## src/rtl/err_counter.sv

```systemverilog
// Error-event counter: one count per cycle with inc high, optional saturation,
// and a sticky overflow flag set by any increment requested at all-ones.
module err_counter #(
    parameter int unsigned WIDTH    = 8,
    parameter bit          SATURATE = 1'b1
) (
    input  logic             clk,
    input  logic             rst,
    input  logic             inc,
    output logic [WIDTH-1:0] counter,
    output logic             full,
    output logic             overflow
);

    logic [WIDTH-1:0] counter_d, counter_q;
    logic             overflow_d, overflow_q;

    assign full     = &counter_q;
    assign counter  = counter_q;
    assign overflow = overflow_q;

    always_comb begin
        counter_d  = counter_q;
        overflow_d = overflow_q;
        if (inc) begin
            if (full) begin
                // At all-ones: saturate (hold) or wrap to zero; either way flag it.
                overflow_d = 1'b1;
                if (!SATURATE) begin
                    counter_d = '0;
                end
            end else begin
                counter_d = counter_q + WIDTH'(1);
            end
        end
    end

    always_ff @(posedge clk) begin
        if (rst) begin
            counter_q  <= '0;
            overflow_q <= 1'b0;
        end else begin
            counter_q  <= counter_d;
            overflow_q <= overflow_d;
        end
    end

endmodule

```

## config.mk

```make
export PLATFORM = sky130hd
export DESIGN_NAME = err_counter
export DESIGN_NICKNAME = d
export VERILOG_FILES = /design/src/rtl/err_counter.sv
export SDC_FILE = /design/constraint.sdc
export NUM_CORES = 1
export LEC_CHECK = 0
export ABC_AREA = 1
export BUFFER_PORTS_ARGS = -buffer_cell sky130_fd_sc_hd__buf_2
export CORE_AREA = 2 2 39 41
export CTS_CLUSTER_DIAMETER = 120
export CTS_CLUSTER_SIZE = 10
export DETAILED_ROUTE_END_ITERATION = 8
export DIE_AREA = 0 0 41 43
export PLACE_DENSITY = 0.65
export SYNTH_ARGS = -nofsm -noshare
export SYNTH_HDL_FRONTEND = slang
export SYNTH_SLANG_ARGS = --single-unit
```

## constraint.sdc

```tcl
create_clock -name clk -period 1.3 [get_ports clk]
set_input_delay 0.325 -clock clk [delete_from_list [all_inputs] [get_ports clk]]
set_output_delay 0.325 -clock clk [all_outputs]
set_load 0.03 [all_outputs]
```

==> impl_metrics.toml, run 1 <==
[power]
pwr-share-clk_pct = 38.1
combPwrFrac_pct = 12.2
power_leakage_nw = 0.373
power_uw = 578
internal_power_uw = 430
power_density_mw_per_mm2 = 816
vdd_drop_max_uv = 554
power_switching_share_pct = 25.6
seqPwrFrac_pct = 49.7
power.switching_uw = 148

[floorplanning]
start_util_pct = 35.8
die_h_um = 43
fp-row-count = 14
die_width_um = 41
boundaryPins = 13
coreArea_mm2 = 0.00138
dieArea_mm2 = 0.00176

[route]
drc_errors = 0
ant_nets = 0
drtPass1Iterations = 4
via_per_inst = 4.72
wl_per_cell_um = 9.92
drt_first_iter_violations = 6
wirelength_um = 1110
via_count = 529

[sta]
relSlewSlack_pct = 87.2
max_freq_mhz = 669
finClkSkew_ns = 0.00248
finalCriticalPeriod_ns = 1.50
setup_slack_ns = -0.196
rsz0062_at_grt = "yes"
period_share_pct = 115
worst_pin_slew_ns = 0.191
setup_violations = 1
holdWs_ns = 0.256
hold_viol_final = 0
drv_slew = 0

[logic_synthesis]
synth_flop_cell = "dfxtp_1"
ys_ff_latch = 9
synth_area_leaders = "dfxtp_1 36%, nand2_1 12%, nor2_1 7.6%"
ys_types = 20
syn_nets = 76
synth_top_cells_by_count = "16 x nand2_1, 10 x nor2_1, 9 x dfxtp_1"
avgSynthCellArea_um2 = 6.88
ys_warn_count = 0
yosys.area.top_type_share_pct = 36.4
syn-instance-count = 72
ys_seq_area_share_pct = 36.4
synth_largest_area_cell = "dfxtp_1"
ys_async_sr_fraction_pct = 0
netlist_area_um2 = 495
yosysMostFrequentCell = "nand2_1"
synth_edf_count = 0

[clock_tree]
cts_buffers = 3
h-tree-depth = 1
cts_hold_buf = 0
cts_root_buf = "clkbuf_4"
clk_pin_slew_ns = 0.06
clk_latency_ns = 0.26
cts_tree = "yes"
clock_sinks = 9
cts_buffer_depth = 2

[cells_and_area]
drive_gt1_share_pct = 45.8
final_area_um2 = 708
postLayoutCoreUtil_pct = 51.2
syn_to_final_growth_pct = 42.9
fin_nets = 101
regArea_um2 = 194
multi_input_area_um2 = 290
fillerInstances = 135
n_antenna_cell = 0

[worst_hold_path]
min_from = "rst"
hp-class = "in2reg"
min_to = "overflow$_SDFFE_PP0P_"
min_path_cells = 2

[global_routing]
grt_usage_pct = 15.8
grt_pass1_vias = 475
antenna_found_initial = 0
grt_max_degree = 10
grt_pass1_wl_um = 1900
overflow = 0

[placement]
placedInstanceArea_um2 = 644
dp_hpwl_um = 837
gp_congestion = 0.731
dp_slack_ns = -0.000647
port_buffers = 12

[critical_path]
endpoint_kind = "primary output"
crit_type = "reg2out"
r2r_start = "counter[0]$_SDFFE_PP0P_"
worst-r2r-cell-count = 7
crit_top_cell = "nand2_4"
slowest_stage = "dfxtp_4"
crit_path_cell_trace = "ha_4, nand2_4, nor2_4, nand2_4, clkinv_4, buf_6"
critical-path-max-stage-delay_ns = 0.36
cp.arrival_ns = 1.17
regToRegSetupSlack_ns = 0.09
cp.required_ns = 0.98
path_max_fanout = 2
r2r_end = "counter[3]$_SDFFE_PP0P_"
worst_setup_path_start_kind = "register"
crit_path_start = "counter[0]$_SDFFE_PP0P_"

[status]
status = "complete, but fails checks"
violations = "setup timing"

[job]
cap_viol_max_count = 0
[metrics by stage]
stage / TNS (ns) / cells
finish: -0.196 / 112
global route: -0.274 / 112
CTS: -0.198 / 109
detailed placement: -0.000647 / 105
global placement: 0 / 105
floorplan: 0 / 72
[how the worst max path moves through the flow]
stage | to | slack [ns]
after floorplan | full | 0.002
after global placement | full | 0.02
after detailed placement | full | -0.0006
after CTS | full | -0.20
after global routing | full | -0.27
final | full | -0.20
[cell type report]
cell class,count,share of cell area [%]
clock buffer,4,3.71
inverter,10,6.18
multi-input combinational,52,41.0
sequential,9,27.4
tap,16,2.83
timing repair buffer,21,18.9
[layer usage]
layer | share of wire (%) | track usage (%)
met5 | 0 | 0
met4 | 0 | 2.00
met2 | 50 | 25.0
met1 | 43 | 19.2
met3 | 6.2 | 7.85
[power groups by stage]
| stage | clock [mW] | combinational [mW] | sequential (mW) |
|---|---|---|---|
| 2_1_floorplan | 0 | 0.0275 | 0.308 |
| 3_3_place_gp | 0 | 0.0668 | 0.293 |
| 3_5_place_dp | 0 | 0.0677 | 0.294 |
| 4_1_cts | 0.226 | 0.0696 | 0.288 |
| 5_1_grt | 0.235 | 0.0806 | 0.288 |
| 6_report | 0.220 | 0.0704 | 0.287 |
[sequential cells by signal, summed over array words and instances, names as in the netlist]
register  cells
counter       8
overflow      1
[worst max-delay path, delay by kind of cell, from the launching register on]
family / cells / cell delay, ns
fa+ha+maj: 1 / 0.14
buf+inv: 2 / 0.16
flops: 1 / 0.36
simple gates: 3 / 0.25
[logic make-up (layout without fill, tap and decap cells)]
kind of cell,Yosys count,in the layout,synth area share (%)
DFF,9,9,36.4
buffers and inverters,11,35,9.34
and+or+nand+nor,43,43,42.7
adders and majority gates,1,1,2.52
AOI/OAI and AO/OA,8,8,9.09
[what timing repair did]
item / in CTS / in global routing
endpoints found under the setup margin: 1 / 2
pin swaps: 3 / 2
buffers inserted: 0 / 3
resized for setup: 3 / 2
[layout by cell type, fill, tap and decap left out, drive strengths merged]
cell type and instances:
dfxtp 9, a21o 1, nand2 20, buf 21, nor2 14, nand4 1, a21oi 6, nor3 2
ha 1, inv 7, o21bai 1, clkinv 3, nand3b 1, nand3 5, clkbuf 4
Note: power is estimated with default switching activity, not from simulation.
==> inputs of run 2 (changes only) <==
SETUP_SLACK_MARGIN = 0.1   (was unset)
SLEW_MARGIN = 15   (was unset)
==> run 2 against run 1 <==
Compared with the run above: the run still ends with setup timing left; cell count down 0.89%; register-to-register slack gained 0.04 ns; cell area grew 5.7%; via count decreased by 3.2%; clock power decreased by 3%; global-route usage decreased by 1.0 points; largest power group unchanged.
==> impl_metrics.toml, run 2 (synthesis gave the netlist of run 1 again) <==
[status]
status = "complete, but fails checks"
violations = "setup timing"

[floorplanning]
boundaryPins = 13
die_h_um = 43
fp-row-count = 14
coreArea_mm2 = 0.00138
die_width_um = 41
start_util_pct = 35.8
dieArea_mm2 = 0.00176

[power]
power_density_mw_per_mm2 = 776
vdd_drop_max_uv = 642
power_leakage_nw = 0.373
power_uw = 580

[global_routing]
grt_max_degree = 10
grt_pass1_wl_um = 1730
grt_usage_pct = 14.8
antenna_found_initial = 0
grt_pass1_vias = 445
overflow = 0

[sta]
hold_viol_final = 0
period_share_pct = 112
tns_ns = -0.151
worst_pin_slew_ns = 0.166
relSlewSlack_pct = 88.9
setup_violations = 1
max_freq_mhz = 689
setup_slack_ns = -0.151
drv_slew = 0
finClkSkew_ns = 0.00775
finalCriticalPeriod_ns = 1.45
holdWs_ns = 0.266
rsz0062_at_grt = "yes"

[placement]
dpl.cell_count = 106
port_buffers = 12
dp_slack_ns = 0.00820
gp_congestion = 0.767
dp_hpwl_um = 824

[route]
wirelength_um = 1090
via_count = 512
via_per_inst = 4.61
drt_first_iter_violations = 5
drtPass1Iterations = 4
drc_errors = 0
wl_per_cell_um = 9.80
ant_nets = 0

[cells_and_area]
fillerInstances = 141
n_antenna_cell = 0
fin_nets = 100
final_cell_mix = "16 x nand2_1, 10 x nor2_1, 7 x buf_4, 6 x inv_1, 6 x buf_6"
largest_register_ffs = 8
post_layout_nonfiller_instances = 111
syn_to_final_growth_pct = 51.0
drive_gt1_share_pct = 48.4
final_common_cell = "nand2_1"

[clock_tree]
cts_buffer_depth = 2
clk_latency_ns = 0.26
cts_tree = "yes"
clk_pin_slew_ns = 0.06
h-tree-depth = 1
cts_buffers = 3
clock_sinks = 9
cts_root_buf = "clkbuf_4"

[job]
cap_viol_max_count = 0

[critical_path]
cp.arrival_ns = 1.13
endpoint_kind = "primary output"
crit_type = "reg2out"
path_max_fanout = 2
worst_setup_path_start_kind = "register"
cp.required_ns = 0.98

[worst_hold_path]
hp-class = "in2reg"
## run 2: timing repair
action,4_1_cts,5_1_grt
hold buffers,0,0
buffers inserted,1,1
gates cloned,0,0
setup endpoints to repair,10,12
pin swaps,3,1
gates resized for setup,9,12
## run 2: layout make-up
class                   count  area, um^2  share of cell area (%)
clock buffers               4        26.3                    3.51
inverters                  10        43.8                    5.85
multi-input cells          52         298                    39.8
flip-flops and latches      9         200                    26.8
well taps                  16        20.0                    2.68
repair buffers             20         160                    21.4
## run 2: critical path, cell delays in order, from the launching register on
cell and delay (ns):
dfxtp_4 0.36, ha_4 0.14, nand2_4 0.05, nor2_4 0.10, nand2_4 0.06, clkinv_4 0.05
buf_6 0.11
## run 2: through the flow
step,utilization (%),instance area (um^2)
CTS,51.4,712
global placement,47.5,657
floorplan,-,532
finish,54.1,748
detailed placement,47.5,657
global route,54.1,748
## run 2: worst paths after layout
check | start | end | depth (start not counted) | slack [ns]
worst max-delay path | counter[1]$_SDFFE_PP0P_ | full | 6 | -0.15
worst max register to register | counter[1]$_SDFFE_PP0P_ | counter[3]$_SDFFE_PP0P_ | 7 | 0.13
worst min-delay path | rst | overflow$_SDFFE_PP0P_ | 2 | 0.27
worst min register to register | overflow$_SDFFE_PP0P_ | overflow$_SDFFE_PP0P_ | 2 | 0.44
## run 2: layer usage
layer / global-route usage (%) / share of wire [%] / vias to the layer above
met4: 4.00 / 0 / 0
met3: 9.42 / 4.0 / 0
met1: 17.2 / 45 / 232
met5: 0 / 0 / -
met2: 21.9 / 51 / 7
li1: - / - / 273
## run 2: power breakdown
part           leakage (nW)  internal [mW]  switching (mW)
registers            0.0779          0.277         0.00658
clock network        0.0150          0.118          0.0963
logic                 0.280         0.0392          0.0426
total                 0.373          0.435           0.145
==> inputs of run 3 (changes only) <==
RECOVER_POWER = 50   (was unset)
==> run 3 against run 2 <==
Compared with the run above: the run still ends with setup timing left; sequential power hardly changed; first-iteration DRC count is the same; clock power hardly changed; register-to-register slack about the same; die area stayed put; power is essentially flat; critical endpoint unchanged; highest routed layer unchanged.
==> impl_metrics.toml, run 3 (synthesis gave the netlist of run 1 again) <==
[status]
status = "complete, but fails checks"
violations = "setup timing"

[critical_path]
worst-r2r-cell-count = 6
regToRegSetupSlack_ns = 0.12
crit_path_start = "counter[1]$_SDFFE_PP0P_"
path_max_fanout = 2
r2r_start = "counter[0]$_SDFFE_PP0P_"
crit_type = "reg2out"
cp.arrival_ns = 1.13
r2r_end = "counter[7]$_SDFFE_PP0P_"
worst_setup_path_start_kind = "register"
endpoint_kind = "primary output"
cp-endpoint = "full"
cp.required_ns = 0.98

[clock_tree]
h-tree-depth = 1
clk_pin_slew_ns = 0.06
clock_sinks = 9
cts_tree = "yes"
cts_root_buf = "clkbuf_4"
clk_latency_ns = 0.26
cts_buffer_depth = 2
cts_buffers = 3
cts_hold_buf = 0

[power]
power_uw = 581
power_leakage_nw = 0.369
power_density_mw_per_mm2 = 783
vdd_drop_max_uv = 644

[cells_and_area]
final_common_cell = "nand2_1"
final_cell_mix = "16 x nand2_1, 11 x nor2_1, 6 x inv_1, 6 x buf_6, 6 x buf_4"
syn_to_final_growth_pct = 49.7
n_antenna_cell = 0
drive_gt1_share_pct = 46.3
postLayoutCoreUtil_pct = 53.6
largest_register_ffs = 8
post_layout_nonfiller_instances = 111
fin_nets = 100

[route]
drc_errors = 0
ant_nets = 0
via_per_inst = 4.65
wl_per_cell_um = 9.85
drt_first_iter_violations = 5
drtPass1Iterations = 3
via_count = 516
wirelength_um = 1090

[placement]
port_buffers = 12
dpl.cell_count = 106
gp_congestion = 0.767
dp_hpwl_um = 824

[job]
cap_viol_max_count = 0

[global_routing]
grt_pass1_vias = 445
grt_pass1_wl_um = 1730
antenna_found_initial = 0
grt_usage_pct = 14.8
grt_max_degree = 10
overflow = 0

[sta]
relSlewSlack_pct = 85.0
worst_pin_slew_ns = 0.224
max_freq_mhz = 689
holdWs_ns = 0.265
finClkSkew_ns = 0.00792
hold_viol_final = 0
setup_slack_ns = -0.151
drv_slew = 0
rsz0062_at_grt = "yes"
period_share_pct = 112
finalCriticalPeriod_ns = 1.45
setup_violations = 1

[floorplanning]
coreArea_mm2 = 0.00138
die_h_um = 43
dieArea_mm2 = 0.00176
boundaryPins = 13
start_util_pct = 35.8
fp-row-count = 14
die_width_um = 41

[worst_hold_path]
hp-class = "in2reg"
[run 3: worst min-delay path by stage]
stage                          startpoint               endpoint  slack [ns]  cells past startpoint
detailed placement  overflow$_SDFFE_PP0P_  overflow$_SDFFE_PP0P_        0.44                      2
global route                          rst  overflow$_SDFFE_PP0P_        0.25                      2
global placement    overflow$_SDFFE_PP0P_  overflow$_SDFFE_PP0P_        0.43                      2
CTS                                   rst  overflow$_SDFFE_PP0P_        0.26                      2
finish                                rst  overflow$_SDFFE_PP0P_        0.27                      2
floorplan                             rst  overflow$_SDFFE_PP0P_        0.39                      1
[run 3: critical path, cell delays in order (launching register included)]
cell      delay (ns)
dfxtp_4         0.36
ha_4            0.14
nand2_4         0.05
nor2_4          0.10
nand2_4         0.06
clkinv_4        0.05
buf_6           0.11
[run 3: routing by layer]
metal  routed length, um  up-vias  GRT usage, %
met5                   0        -             0
met4                   0        0          4.00
met3                  50        0          9.42
met2                 552        9          21.9
met1                 491      233          17.2
li1                    -      274             -
[run 3: report_power, final]
part | switching, mW | internal, mW | leakage [nW]
clock network | 0.0969 | 0.118 | 0.0150
registers | 0.00658 | 0.277 | 0.0774
logic | 0.0423 | 0.0392 | 0.276
[run 3: timing repair]
item,4_1_cts,5_1_grt
setup buffers,1,1
setup endpoints to repair,10,12
resized for setup,9,12
pin swaps,3,1
[run 3: stage by stage]
step,TNS [ns],cell area [um^2],worst slack [ns]
finish,-0.151,742,-0.151
global route,-0.207,742,-0.207
CTS,-0.183,712,-0.183
detailed placement,0,657,0.00820
global placement,0,657,0.0247
floorplan,0,532,0.0141
[run 3: layout make-up]
type,count,area [um^2]
Clock buffer,4,26.3
Fill cell,143,642
Inverter,10,43.8
Multi-Input combinational cell,52,295
Sequential cell,9,199
Tap cell,16,20.0
Timing Repair Buffer,20,158
